`config.mk`:
```
export PLATFORM = sky130hd
export DESIGN_NAME = instr_fetch_flat
export DESIGN_NICKNAME = d
export VERILOG_FILES = /design/src/rtl/instr_fetch_pkg.sv /design/src/rtl/instr_fetch_if.sv /design/src/rtl/instr_fetch.sv /design/src/flat_wrapper.sv
export SDC_FILE = /design/constraint.sdc
export NUM_CORES = 1
export LEC_CHECK = 0
export CORE_UTILIZATION = 45
export CTS_BUF_LIST = sky130_fd_sc_hd__clkbuf_4 sky130_fd_sc_hd__clkbuf_8
export CTS_CLUSTER_SIZE = 28
export DETAILED_ROUTE_END_ITERATION = 8
export GPL_TIMING_DRIVEN = 1
export PLACE_DENSITY = 0.74
export REMOVE_ABC_BUFFERS = 1
export SLEW_MARGIN = 0
export SYNTH_ARGS = -nofsm -noshare
export SYNTH_HDL_FRONTEND = slang
export SYNTH_SLANG_ARGS = --single-unit
```
`constraint.sdc`:
```
create_clock -name clk -period 5.6 [get_ports clk]
set_input_delay 1.12 -clock clk [delete_from_list [all_inputs] [get_ports clk]]
set_output_delay 1.12 -clock clk [all_outputs]
set_load 0.005 [all_outputs]
```
`src/rtl/instr_fetch_pkg.sv`:
```
// Shared definitions for the instruction fetch stage: word width, reset defaults
// and FSM state encoding.
package instr_fetch_pkg;

    localparam int WORD_W = 20;

    typedef logic [WORD_W-1:0] word_t;

    localparam word_t RESET_PC_DEF = 20'h00000;
    localparam word_t PC_STEP_DEF  = 20'd4;

    typedef enum logic [1:0] {
        ST_IDLE = 2'd0,
        ST_REQ  = 2'd1,
        ST_HOLD = 2'd2
    } fetch_state_e;

endpackage

```
`src/rtl/instr_fetch_if.sv`:
```
// Fetch-stage bus bundle: redirect input, instruction-memory handshake and IF/ID output.
interface instr_fetch_if;
    import instr_fetch_pkg::*;

    logic  redirect_valid;
    word_t redirect_pc;
    logic  imem_req;
    word_t imem_addr;
    logic  imem_ack;
    word_t imem_rdata;
    logic  if_valid;
    word_t if_pc;
    word_t if_instr;
    logic  id_ready;

    modport master (
        input  redirect_valid, redirect_pc, imem_ack, imem_rdata, id_ready,
        output imem_req, imem_addr, if_valid, if_pc, if_instr
    );

    modport slave (
        output redirect_valid, redirect_pc, imem_ack, imem_rdata, id_ready,
        input  imem_req, imem_addr, if_valid, if_pc, if_instr
    );

endinterface

```
`src/rtl/instr_fetch.sv`:
```
// Single-outstanding-request instruction fetch stage with redirect/squash handling
// and a one-entry IF/ID output register.
//
// state | meaning
// IDLE  | one cycle after reset release, picks the first fetch address
// REQ   | imem_req high at addr_q, waiting for imem_ack
// HOLD  | fetched instruction presented on if_*, waiting for decode
module instr_fetch
    import instr_fetch_pkg::*;
#(
    parameter word_t RESET_PC = RESET_PC_DEF,
    parameter word_t PC_STEP  = PC_STEP_DEF
) (
    input  logic          clk,
    input  logic          rst_n,
    instr_fetch_if.master bus
);

    fetch_state_e state_q, state_d;
    word_t        pc_q, pc_d;
    word_t        addr_q, addr_d;
    logic         squash_q, squash_d;
    logic         if_valid_q, if_valid_d;
    word_t        if_pc_q, if_pc_d;
    word_t        if_instr_q, if_instr_d;

    logic  xfer;
    word_t redir_or_pc;

    assign xfer        = if_valid_q && bus.id_ready;
    assign redir_or_pc = bus.redirect_valid ? bus.redirect_pc : pc_q;

    always_ff @(posedge clk or negedge rst_n) begin
        if (!rst_n) begin
            state_q    <= ST_IDLE;
            pc_q       <= RESET_PC;
            addr_q     <= RESET_PC;
            squash_q   <= 1'b0;
            if_valid_q <= 1'b0;
            if_pc_q    <= '0;
            if_instr_q <= '0;
        end else begin
            state_q    <= state_d;
            pc_q       <= pc_d;
            addr_q     <= addr_d;
            squash_q   <= squash_d;
            if_valid_q <= if_valid_d;
            if_pc_q    <= if_pc_d;
            if_instr_q <= if_instr_d;
        end
    end

    always_comb begin
        state_d = state_q;
        unique case (state_q)
            ST_IDLE: state_d = ST_REQ;
            ST_REQ:  if (bus.imem_ack && !squash_q && !bus.redirect_valid) state_d = ST_HOLD;
            ST_HOLD: if (xfer || bus.redirect_valid) state_d = ST_REQ;
            default: state_d = ST_IDLE;
        endcase
    end

    // addr_q is separate from pc_q so a redirect can retarget pc while the
    // outstanding request keeps its address until its ack arrives.
    always_comb begin
        pc_d       = pc_q;
        addr_d     = addr_q;
        squash_d   = squash_q;
        if_valid_d = if_valid_q;
        if_pc_d    = if_pc_q;
        if_instr_d = if_instr_q;
        unique case (state_q)
            ST_IDLE: begin
                pc_d   = redir_or_pc;
                addr_d = redir_or_pc;
            end
            ST_REQ: begin
                if (bus.imem_ack) begin
                    if (squash_q || bus.redirect_valid) begin
                        pc_d     = redir_or_pc;
                        addr_d   = redir_or_pc;
                        squash_d = 1'b0;
                    end else begin
                        if_valid_d = 1'b1;
                        if_pc_d    = addr_q;
                        if_instr_d = bus.imem_rdata;
                    end
                end else if (bus.redirect_valid) begin
                    pc_d     = bus.redirect_pc;
                    squash_d = 1'b1;
                end
            end
            ST_HOLD: begin
                if (xfer) begin
                    if_valid_d = 1'b0;
                    pc_d       = bus.redirect_valid ? bus.redirect_pc : pc_q + PC_STEP;
                    addr_d     = bus.redirect_valid ? bus.redirect_pc : pc_q + PC_STEP;
                end else if (bus.redirect_valid) begin
                    if_valid_d = 1'b0;
                    pc_d       = bus.redirect_pc;
                    addr_d     = bus.redirect_pc;
                end
            end
            default: ;
        endcase
    end

    always_comb begin
        bus.imem_req  = (state_q == ST_REQ);
        bus.imem_addr = addr_q;
        bus.if_valid  = if_valid_q;
        bus.if_pc     = if_pc_q;
        bus.if_instr  = if_instr_q;
    end

endmodule

```
`src/flat_wrapper.sv`:
```
// flat-port wrapper written by rule: the top's interface ports become plain ports
module instr_fetch_flat import instr_fetch_pkg::*;
#(
    parameter word_t RESET_PC = RESET_PC_DEF,
    parameter word_t PC_STEP  = PC_STEP_DEF
)
  (clk, rst_n, bus_redirect_valid, bus_redirect_pc, bus_imem_ack, bus_imem_rdata, bus_id_ready, bus_imem_req, bus_imem_addr, bus_if_valid, bus_if_pc, bus_if_instr);
  instr_fetch_if bus_i ();
  input  logic clk;
  input  logic rst_n;
  input wire logic [$bits(bus_i.redirect_valid)-1:0] bus_redirect_valid;
  input wire logic [$bits(bus_i.redirect_pc)-1:0] bus_redirect_pc;
  input wire logic [$bits(bus_i.imem_ack)-1:0] bus_imem_ack;
  input wire logic [$bits(bus_i.imem_rdata)-1:0] bus_imem_rdata;
  input wire logic [$bits(bus_i.id_ready)-1:0] bus_id_ready;
  output wire logic [$bits(bus_i.imem_req)-1:0] bus_imem_req;
  output wire logic [$bits(bus_i.imem_addr)-1:0] bus_imem_addr;
  output wire logic [$bits(bus_i.if_valid)-1:0] bus_if_valid;
  output wire logic [$bits(bus_i.if_pc)-1:0] bus_if_pc;
  output wire logic [$bits(bus_i.if_instr)-1:0] bus_if_instr;
  assign bus_i.redirect_valid = bus_redirect_valid;
  assign bus_i.redirect_pc = bus_redirect_pc;
  assign bus_i.imem_ack = bus_imem_ack;
  assign bus_i.imem_rdata = bus_imem_rdata;
  assign bus_i.id_ready = bus_id_ready;
  assign bus_imem_req = bus_i.imem_req;
  assign bus_imem_addr = bus_i.imem_addr;
  assign bus_if_valid = bus_i.if_valid;
  assign bus_if_pc = bus_i.if_pc;
  assign bus_if_instr = bus_i.if_instr;
  instr_fetch #(.RESET_PC(RESET_PC), .PC_STEP(PC_STEP)) u_core (.clk(clk), .rst_n(rst_n), .bus(bus_i));
endmodule
```
==> run metrics <==
global-route usage over all layers=0.218; CTS Root Cell=clkbuf_8; CP Launch Type=input pin; antenna-violating nets left=0; H-tree Lvls=3; Worst Max-Slew Pin Slew=approximately 1.0 ns; Die Height=approximately 99 microns; final worst setup slack=around 2.1 ns; antenna violations before repair=0; crit-path cells=clkdlybuf4s50_1 > nor3b_1 > nand2_2 > mux2_2; Hold Crit Class=reg2reg; CTS tree=yes; DRC=0; Ys Warns=0; Lkg Pwr=between 2 and 2.5 nW; DRT iter0 DRCs=approximately 280; Slew Limit Fails=0; number of synthesized flops with an enable pin=0; CP delay by family, top=simple AND/OR/NAND/NOR gates; DP Worst Slack=about 1.7 ns; leading cell type in the layout, fill and taps excluded=clkdlybuf4s50_1; kind of critical path=in2reg; die width=99.2 microns; setup TNS=0 ns; Num CTS Buffers=9; Syn Std Cell Area=about 4300 sq um; Tmin final=between 3 and 4 ns; Fill cells=764; post-CTS setup buffers=0; Final nets=556; Worst Skew=around 0.011 ns; Routed wire per std cell=around 17 microns; arrival time at the worst endpoint=3.76 ns; Max Buffers Root-to-Sink=2; ANT cells=0; Rows=35; max incr delay on CP=between 0.7 and 0.8 ns; worst-path maximum fanout=41; Hold Fails Final Rpt=0; grt ovf=0; Clock Latency Late Sink=roughly 0.37 ns; crit path capture type=flop; Critical Path RT=between 5 and 6 ns; max_cap viols=0; Design Area, Final=5550 sq um; post-synthesis async set-or-reset flop share=1.00; Fmax=285 MHz; Slowest cell on crit path=clkdlybuf4s50_1; CTS resizes=0; Core Area=9200 sq um; most frequent cells in the layout=clkdlybuf4s50_1, dfrtp_1, mux2_2; CTS Sinks=between 80 and 90; Area after DPL=around 5300 sq um; Primary FF master, synth=dfrtp_1; Power Density=about 480 nW/um^2; mean area per synthesized cell=10.1 sq um; CP Depth=4; RSZ-0062 raised after global routing=no; relative slew slack=0.299; Post-Syn Instances=420; port buffer count=106; die area=just under 10000 sq um; Final Wtd Congestion=around 0.85; worst hold stages=1; Reg2Reg Depth=6; Max VDD drop=about 0.18 mV; Worst-path clk slew=0.08 ns; Final Cycle Share=0.627; Final HPWL DP=7.11 mm; Netlist cell types=60; status=finished, final reports clean; pin count of the biggest net entering global routing=85; layout cell share with drive strength beyond 1=0.146; first-pass GRT wire length=approximately 17 mm; post-synthesis sequential area ratio=0.494; routed via count=between 3k and 4k; Initial Util=0.462; aggregate routed wire length=10.5 mm; CP bufs+invs=1; synthesis-stage register bit count=84; I/O pin total=approximately 110; setup violators final=0; DRT Pass-1 Iters=8; Syn-to-layout area delta=30.5%; Hold-fix buffers, CTS=0; DR vias/cell=approximately 6.0; vias in the first global route=around 3.6k
==> layout make-up <==
class                   instances  area, sq um  share of cell area
well taps                     111          139              0.0250
inverters                       5         18.8             0.00338
multi-input cells             301         2000               0.360
repair buffers                109         1080               0.195
flip-flops and latches         84         2100               0.379
clock buffers                  10          138              0.0248
clock inverters                 6         71.3              0.0129
==> synthesized netlist by cell type, types with 2 or more instances <==
cell type	n	area [sq um]
buf_1	6	22.5
and3_1	3	18.8
inv_1	4	15.0
a222oi_1	2	20.0
nor2_1	38	143
nand3_1	13	65.1
a32oi_1	3	26.3
nand4_1	4	25.0
xor2_1	9	78.8
a31oi_1	4	25.0
a21oi_1	25	125
and2_1	4	25.0
a221oi_1	5	43.8
buf_4	3	22.5
a21o_1	2	15.0
nor2b_1	4	25.0
o22ai_1	13	81.3
mux2i_1	7	70.1
dfrtp_1	84	2100
a2bb2oi_1	3	26.3
mux2_2	43	484
nor4_1	2	12.5
o21a_1	3	22.5
or2_2	2	12.5
nor3_1	5	25.0
o21ai_0	38	190
a22oi_1	2	15.0
o22a_1	2	17.5
buf_2	7	35.0
nand2_1	37	139
o21ai_1	2	10.0
clkbuf_1	13	48.8
==> logic make-up (layout without fill, tap and decap cells) <==
| group | after synthesis | after routing | share of synthesized area |
|---|---|---|---|
| flops | 84 | 84 | 0.494 |
| compound gates | 118 | 118 | 0.174 |
| xor+xnor | 10 | 10 | 0.0206 |
| fa+ha+maj | 1 | 1 | 0.00294 |
| mux | 50 | 50 | 0.130 |
| buf+inv | 35 | 130 | 0.0359 |
| simple gates | 122 | 122 | 0.142 |
==> through the flow <==
step           instances  hold WS, ns   util  power, mW
2_1_floorplan        390        0.479      -       1.58
3_3_place_gp         610        0.486  0.581       2.18
3_5_place_dp         610        0.492  0.581       2.22
4_1_cts              626        0.514  0.603       2.68
5_1_grt              626        0.523  0.603       2.84
6_report             626        0.510  0.603       2.66
==> path summary, 6_finish.rpt <==
path	end	start	slack, ns
min	u_core.bus.if_instr[13]	u_core.bus.if_instr[13]	0.51
max reg2reg	u_core.bus.imem_addr[15]	u_core.state_q[1]	3.04
min in group asynchronous	u_core.bus.if_instr[13]	rst_n	0.95
max in group asynchronous	u_core.bus.if_pc[9]	rst_n	3.99
min reg2reg	u_core.bus.if_instr[13]	u_core.bus.if_instr[13]	0.51
max	u_core.bus.if_instr[14]	bus_redirect_valid	2.09
==> routing by layer <==
metal | share of wire | vias to the layer above | global-route usage
met5 | 0 | - | 0
met4 | 0.022 | 0 | 0.0950
met3 | 0.068 | 24 | 0.0401
li1 | - | 1705 | -
met1 | 0.45 | 1829 | 0.289
met2 | 0.46 | 171 | 0.350
==> state kept, by name, indices dropped and copies added, names as in the netlist <==
name and count:
u_core.bus.if_instr 20, u_core.bus.if_pc 20, u_core.bus.if_valid 1, u_core.bus.imem_addr 20, u_core.pc_q 20, u_core.squash_q 1
u_core.state_q 2
==> where the power goes <==
group | total [mW] | internal [mW] | leakage [nW] | switching (mW)
logic | 1.12 | 0.689 | 1.16 | 0.429
registers | 1.09 | 0.876 | 0.987 | 0.216
clock network | 0.451 | 0.222 | 0.0995 | 0.229
total | 2.66 | 1.79 | 2.25 | 0.874
==> worst reg2reg max path, delay by kind of cell (launching register included) <==
family	cells	cell delay, ns
buf+inv	1	0.31
compound gates	2	0.41
simple gates	3	1.23
flops	1	0.47
No activity file was read; power rests on OpenSTA's default activity.
